**src/rtl/alu_cmd_ctrl.sv**
```systemverilog
// Byte-stream command controller: parses CC A B FUN / DD FUN frames, pulses the ALU, returns its 16-bit result LSB first.
// Latency: FUN byte accepted -> ALU_EN next cycle -> TX_D_VLD rises 3 cycles after the FUN byte (with a 1-cycle ALU).
// Backpressure: TX bytes are held (data and valid) while TX_BUSY is high; RX has no backpressure, so stray bytes set RX_DROP.
//
// Ports:
//   clk, RST           clock, asynchronous active-low reset
//   RX_P_DATA/RX_D_VLD received byte and its one-cycle strobe
//   ALU_OUT/_VALID     registered ALU result and its valid strobe
//   TX_BUSY            transmitter busy; byte accepted when TX_D_VLD=1 and TX_BUSY=0
//   ALU_A/B/FUN/EN     ALU operand, function and enable registers
//   TX_P_DATA/TX_D_VLD byte to transmit and its valid request
//   CTRL_BUSY          high whenever the controller is not idle
//   RX_DROP            sticky flag: byte arrived while no byte could be taken
module alu_cmd_ctrl #(
  parameter int                    DATA_WIDTH = 8,
  // OUT_WIDTH must be exactly 2*DATA_WIDTH: the result goes out as two bytes.
  parameter int                    OUT_WIDTH  = 16,
  parameter logic [DATA_WIDTH-1:0] CMD_OP     = 8'hCC,
  parameter logic [DATA_WIDTH-1:0] CMD_REUSE  = 8'hDD
) (
  input  logic                  clk,
  input  logic                  RST,
  input  logic [DATA_WIDTH-1:0] RX_P_DATA,
  input  logic                  RX_D_VLD,
  input  logic [OUT_WIDTH-1:0]  ALU_OUT,
  input  logic                  ALU_OUT_VALID,
  input  logic                  TX_BUSY,
  output logic [DATA_WIDTH-1:0] ALU_A,
  output logic [DATA_WIDTH-1:0] ALU_B,
  output logic [3:0]            ALU_FUN,
  output logic                  ALU_EN,
  output logic [DATA_WIDTH-1:0] TX_P_DATA,
  output logic                  TX_D_VLD,
  output logic                  CTRL_BUSY,
  output logic                  RX_DROP
);

  typedef enum logic [2:0] {
    IDLE, GET_A, GET_B, GET_FUN, ALU_GO, ALU_WAIT, TX_LSB, TX_MSB
  } state_t;

  state_t                  state;
  // Only the upper half of the result needs keeping: the lower half is
  // loaded straight into TX_P_DATA, which holds it until accepted.
  logic [DATA_WIDTH-1:0]   res_hi;
  logic                    no_rx_state;

  // States in which an incoming byte has nowhere to go.
  assign no_rx_state = (state == ALU_GO) || (state == ALU_WAIT) ||
                       (state == TX_LSB) || (state == TX_MSB);

  always_ff @(posedge clk or negedge RST) begin
    if (!RST) begin
      state     <= IDLE;
      res_hi    <= '0;
      ALU_A     <= '0;
      ALU_B     <= '0;
      ALU_FUN   <= '0;
      ALU_EN    <= 1'b0;
      TX_P_DATA <= '0;
      TX_D_VLD  <= 1'b0;
      CTRL_BUSY <= 1'b0;
      RX_DROP   <= 1'b0;
    end else begin
      ALU_EN <= 1'b0;

      case (state)
        IDLE: begin
          // Unknown opcodes are ignored without flagging a drop.
          if (RX_D_VLD) begin
            if (RX_P_DATA == CMD_OP) begin
              state     <= GET_A;
              CTRL_BUSY <= 1'b1;
            end else if (RX_P_DATA == CMD_REUSE) begin
              state     <= GET_FUN;
              CTRL_BUSY <= 1'b1;
            end
          end
        end

        GET_A: begin
          if (RX_D_VLD) begin
            ALU_A <= RX_P_DATA;
            state <= GET_B;
          end
        end

        GET_B: begin
          if (RX_D_VLD) begin
            ALU_B <= RX_P_DATA;
            state <= GET_FUN;
          end
        end

        GET_FUN: begin
          if (RX_D_VLD) begin
            ALU_FUN <= RX_P_DATA[3:0];
            ALU_EN  <= 1'b1;
            state   <= ALU_GO;
          end
        end

        // ALU_EN is high for this one cycle; the ALU samples at the exit edge.
        ALU_GO: state <= ALU_WAIT;

        ALU_WAIT: begin
          if (ALU_OUT_VALID) begin
            res_hi    <= ALU_OUT[OUT_WIDTH-1:DATA_WIDTH];
            TX_P_DATA <= ALU_OUT[DATA_WIDTH-1:0];
            TX_D_VLD  <= 1'b1;
            state     <= TX_LSB;
          end
        end

        // TX_D_VLD is already high here, so acceptance is just !TX_BUSY.
        TX_LSB: begin
          if (!TX_BUSY) begin
            TX_P_DATA <= res_hi;
            state     <= TX_MSB;
          end
        end

        TX_MSB: begin
          if (!TX_BUSY) begin
            TX_D_VLD  <= 1'b0;
            CTRL_BUSY <= 1'b0;
            state     <= IDLE;
          end
        end

        default: begin
          state     <= IDLE;
          TX_D_VLD  <= 1'b0;
          CTRL_BUSY <= 1'b0;
        end
      endcase

      if (RX_D_VLD && no_rx_state) begin
        RX_DROP <= 1'b1;
      end
    end
  end

endmodule

```
**config.mk**
```make
export PLATFORM = sky130hd
export DESIGN_NAME = alu_cmd_ctrl
export DESIGN_NICKNAME = d
export VERILOG_FILES = /design/src/rtl/alu_cmd_ctrl.sv
export SDC_FILE = /design/constraint.sdc
export NUM_CORES = 1
export LEC_CHECK = 0
export ABC_AREA = 1
export CAP_MARGIN = 20
export CELL_PAD_IN_SITES_DETAIL_PLACEMENT = 0
export CELL_PAD_IN_SITES_GLOBAL_PLACEMENT = 1
export CORE_MARGIN = 2
export CORE_UTILIZATION = 33
export DETAILED_ROUTE_END_ITERATION = 16
export PLACE_DENSITY = 0.82
export SETUP_SLACK_MARGIN = 0.15
export SLEW_MARGIN = 20
export SYNTH_ARGS = -nofsm -noshare
export SYNTH_HDL_FRONTEND = slang
export SYNTH_SLANG_ARGS = --single-unit
```
**constraint.sdc**
```tcl
create_clock -name clk -period 1.7 [get_ports clk]
set_input_delay 0.34 -clock clk [delete_from_list [all_inputs] [get_ports clk]]
set_output_delay 0.34 -clock clk [all_outputs]
set_load 0.01 [all_outputs]
```
==> metrics <==
status finished, final reports clean; area delta synth->final 46.30%; Critical-path top delay cell clkdlybuf4s50_1; Power Density 1659 nW/µm²; post-route minimum period roughly 1.5 ns; met3 GRT Util 0.02022; post-synth net total 250; WP buf/inv 1; Die Width 80.46 µm; M1 GR Usage 0.2074; # diodes 0; Via density ~4.4; crit path DAT around 1.2 ns; DP Worst Slack -0.01309 ns; reg2reg path depth 6; final hold vios 0; core area 5574 µm²; peak supply drop between 0.5 and 0.6 mV; first-pass iteration count of the detailed router 4; Slew Viols, Final 0; worst flop-to-flop path endpoint TX_P_DATA[2]; PnR worst setup slack 0.1849 ns; CP delay by family, top buffers and inverters; global-route wire length before repair between 7000 and 8000 µm; Max Clk Rate around 660 MHz; Die Span Y slightly above 80 µm; Logic pwr share 0.449; final WL approximately 4400 µm; Tightest Pin Transition between 0.5 and 0.6 ns; post-route cell area approximately 2800 µm²; crit path cell chain clkdlybuf4s50_1; Setup Fix Bufs, Post-CTS 0; WS Path Type reg -> out; RSZ-0062 raised after global routing yes; # nets final about 320; Worst-path clk slew 0.08 ns; grt total ovfl 0; GPL Wtd Cong roughly 0.77; Gate Count Post-Synth ~220; overall power between 4 and 5 mW; synth warn 0; layout cell share with drive strength beyond 1 0.1340; switching fraction of total power 0.3576; I/O pin cnt slightly above 60; Num CTS Buffers 5; hpwl dp 3278 µm; vias post-DR 1,601; CP max FO 2; Worst setup SP type flip-flop; Post-route DRC 0; IO Port Bufs 60; gr busiest metal met2; initial antenna violation count 0; final count of negative-setup-slack endpoints 0; flop-to-flop setup slack between 0.2 and 0.3 ns; #FFs+latches synth 43; WL/cell ~12 µm; P_leak between 1.5 and 2 nW; drt first-iter violations 70; placed cell areas between 2000 and 3000 µm²; worst stage delay on the critical path approximately 0.53 ns; die footprint roughly 6500 µm²; post-synthesis cell type count 21; CTS tree built; reg-to-reg critical path startpoint state[0]; CTS root buffer clkbuf_8; Post-DRT Antenna Nets 0; Fin Clk Skew around 0.0056 ns; internal power about 3.0 mW; Tcrit/Tclk final 0.8912; setup TNS 0 ns; Hold/Removal Path Class in -> async; max_cap viols 0; Relative slew margins 0.6430; sequential share of power 0.378; area of the mapped netlist 1929 µm²; Worst-Skew Late Latency between 0.2 and 0.3 ns; Placed Cells ~360; NetSw between 1.5 and 2 mW; CTS Buffer Depth 2; Initial Utilization 0.3461; via count of the first global-routing pass 1,489; endpoint class of the critical path primary output; Mean Syn Cell Area 8.730 µm²; Clk pwr share 0.174; CTS Sinks 43; post-route insts no fill about 360; Req. time, crit path 1.36 ns; GR Util met2 0.2258; largest net degree at the start of global routing 44; part of the Yosys area used for sequential elements 0.5577; Total GRT Usage 0.1498; FP Rows 27; H-tree levels 2
[worst max path at each step]
stage	from	end	slack, ns	cells after the start
floorplan	state[1]	state[0]	0.37	7
CTS	ALU_FUN[3]	ALU_FUN[3]	0.15	1
global route	state[0]	TX_P_DATA[4]	0.14	6
finish	ALU_B[7]	ALU_B[7]	0.18	1
global placement	RX_P_DATA[3]	state[1]	0.02	8
detailed placement	RX_P_DATA[6]	state[2]	-0.01	8
[state kept, by name, summed over array words and instances, names as in the netlist, 3 cells and up]
signal / count
ALU_B: 8
TX_P_DATA: 8
state: 3
res_hi: 8
ALU_FUN: 4
ALU_A: 8
[layout make-up]
class / count / area, µm²
multi-input combinational: 144 / 713.2
timing repair buffer: 69 / 721.9
clock buffer: 6 / 82.58
fill: 549 / 2751
clock inverter: 2 / 35.03
sequential: 43 / 1079
inverter: 27 / 101.3
tap: 72 / 90.09
[placed cells by master, fill, tap and decap left out]
master	synthesis	routed
a21oi_1	2	2
a21oi_4	1	1
buf_12	0	1
buf_2	5	1
buf_4	1	8
bufinv_16	0	1
clkbuf_8	0	6
clkdlybuf4s50_1	0	30
clkinv_2	0	1
dfrtp_1	43	41
dfrtp_2	0	2
dlygate4sd2_1	0	7
dlymetal6s2s_1	0	22
inv_1	25	25
inv_2	2	2
mux2_2	8	8
nand2_1	67	67
nand2_2	4	4
nand3_1	13	12
nand3_2	1	2
nand4_1	4	4
nor2_1	10	10
nor2_2	2	2
nor3_1	1	1
nor3b_1	1	1
o21ai_0	21	21
o21ai_1	8	8
o21bai_1	1	1
[power groups by stage]
stage | Clock (mW) | Sequential (mW) | Combinational [mW]
6_report | 0.812 | 1.77 | 2.10
5_1_grt | 0.881 | 1.83 | 2.36
4_1_cts | 0.838 | 1.78 | 2.18
3_5_place_dp | 0 | 1.80 | 2.22
3_3_place_gp | 0 | 1.78 | 2.18
2_1_floorplan | 0 | 1.88 | 1.06
[routing by layer]
layer | routed length (µm) | share of wire
met2 | 2105 | 0.48
met5 | 0 | 0
met1 | 2040 | 0.46
met4 | 99 | 0.022
met3 | 180 | 0.041
[cell usage after synthesis, drive strengths merged]
cell type	number	share of area
nor2	12	0.026
o21bai	1	0.0039
nor3	1	0.0026
nand3	14	0.039
nand4	4	0.013
dfrtp	43	0.56
nor3b	1	0.0039
mux2	8	0.047
inv	27	0.053
buf	7	0.023
o21ai	29	0.075
a21oi	3	0.014
nand2	71	0.14
[per-stage QoR]
step           utilization  hold slack, ns
2_1_floorplan            -         0.04441
5_1_grt             0.5064          0.1472
3_5_place_dp        0.4756          0.4451
6_report            0.5064         0.09161
4_1_cts             0.4952          0.1184
3_3_place_gp        0.4756          0.4398
[cell families (layout without fill, tap and decap cells)]
family | Yosys count | in the layout | synth area share
AND/OR/NAND/NOR | 103 | 103 | 0.2276
flip-flops | 43 | 43 | 0.5577
buffers and inverters | 34 | 104 | 0.07523
AO/OA/AOI/OAI | 33 | 33 | 0.09274
multiplexers | 8 | 8 | 0.04669
[what timing repair did]
item / in CTS / in global routing
resized for setup: 7 / 25
hold buffers: 0 / 0
setup endpoints to repair: 7 / 34
gates cloned: 0 / 0
(Power assumes the default switching activity.)
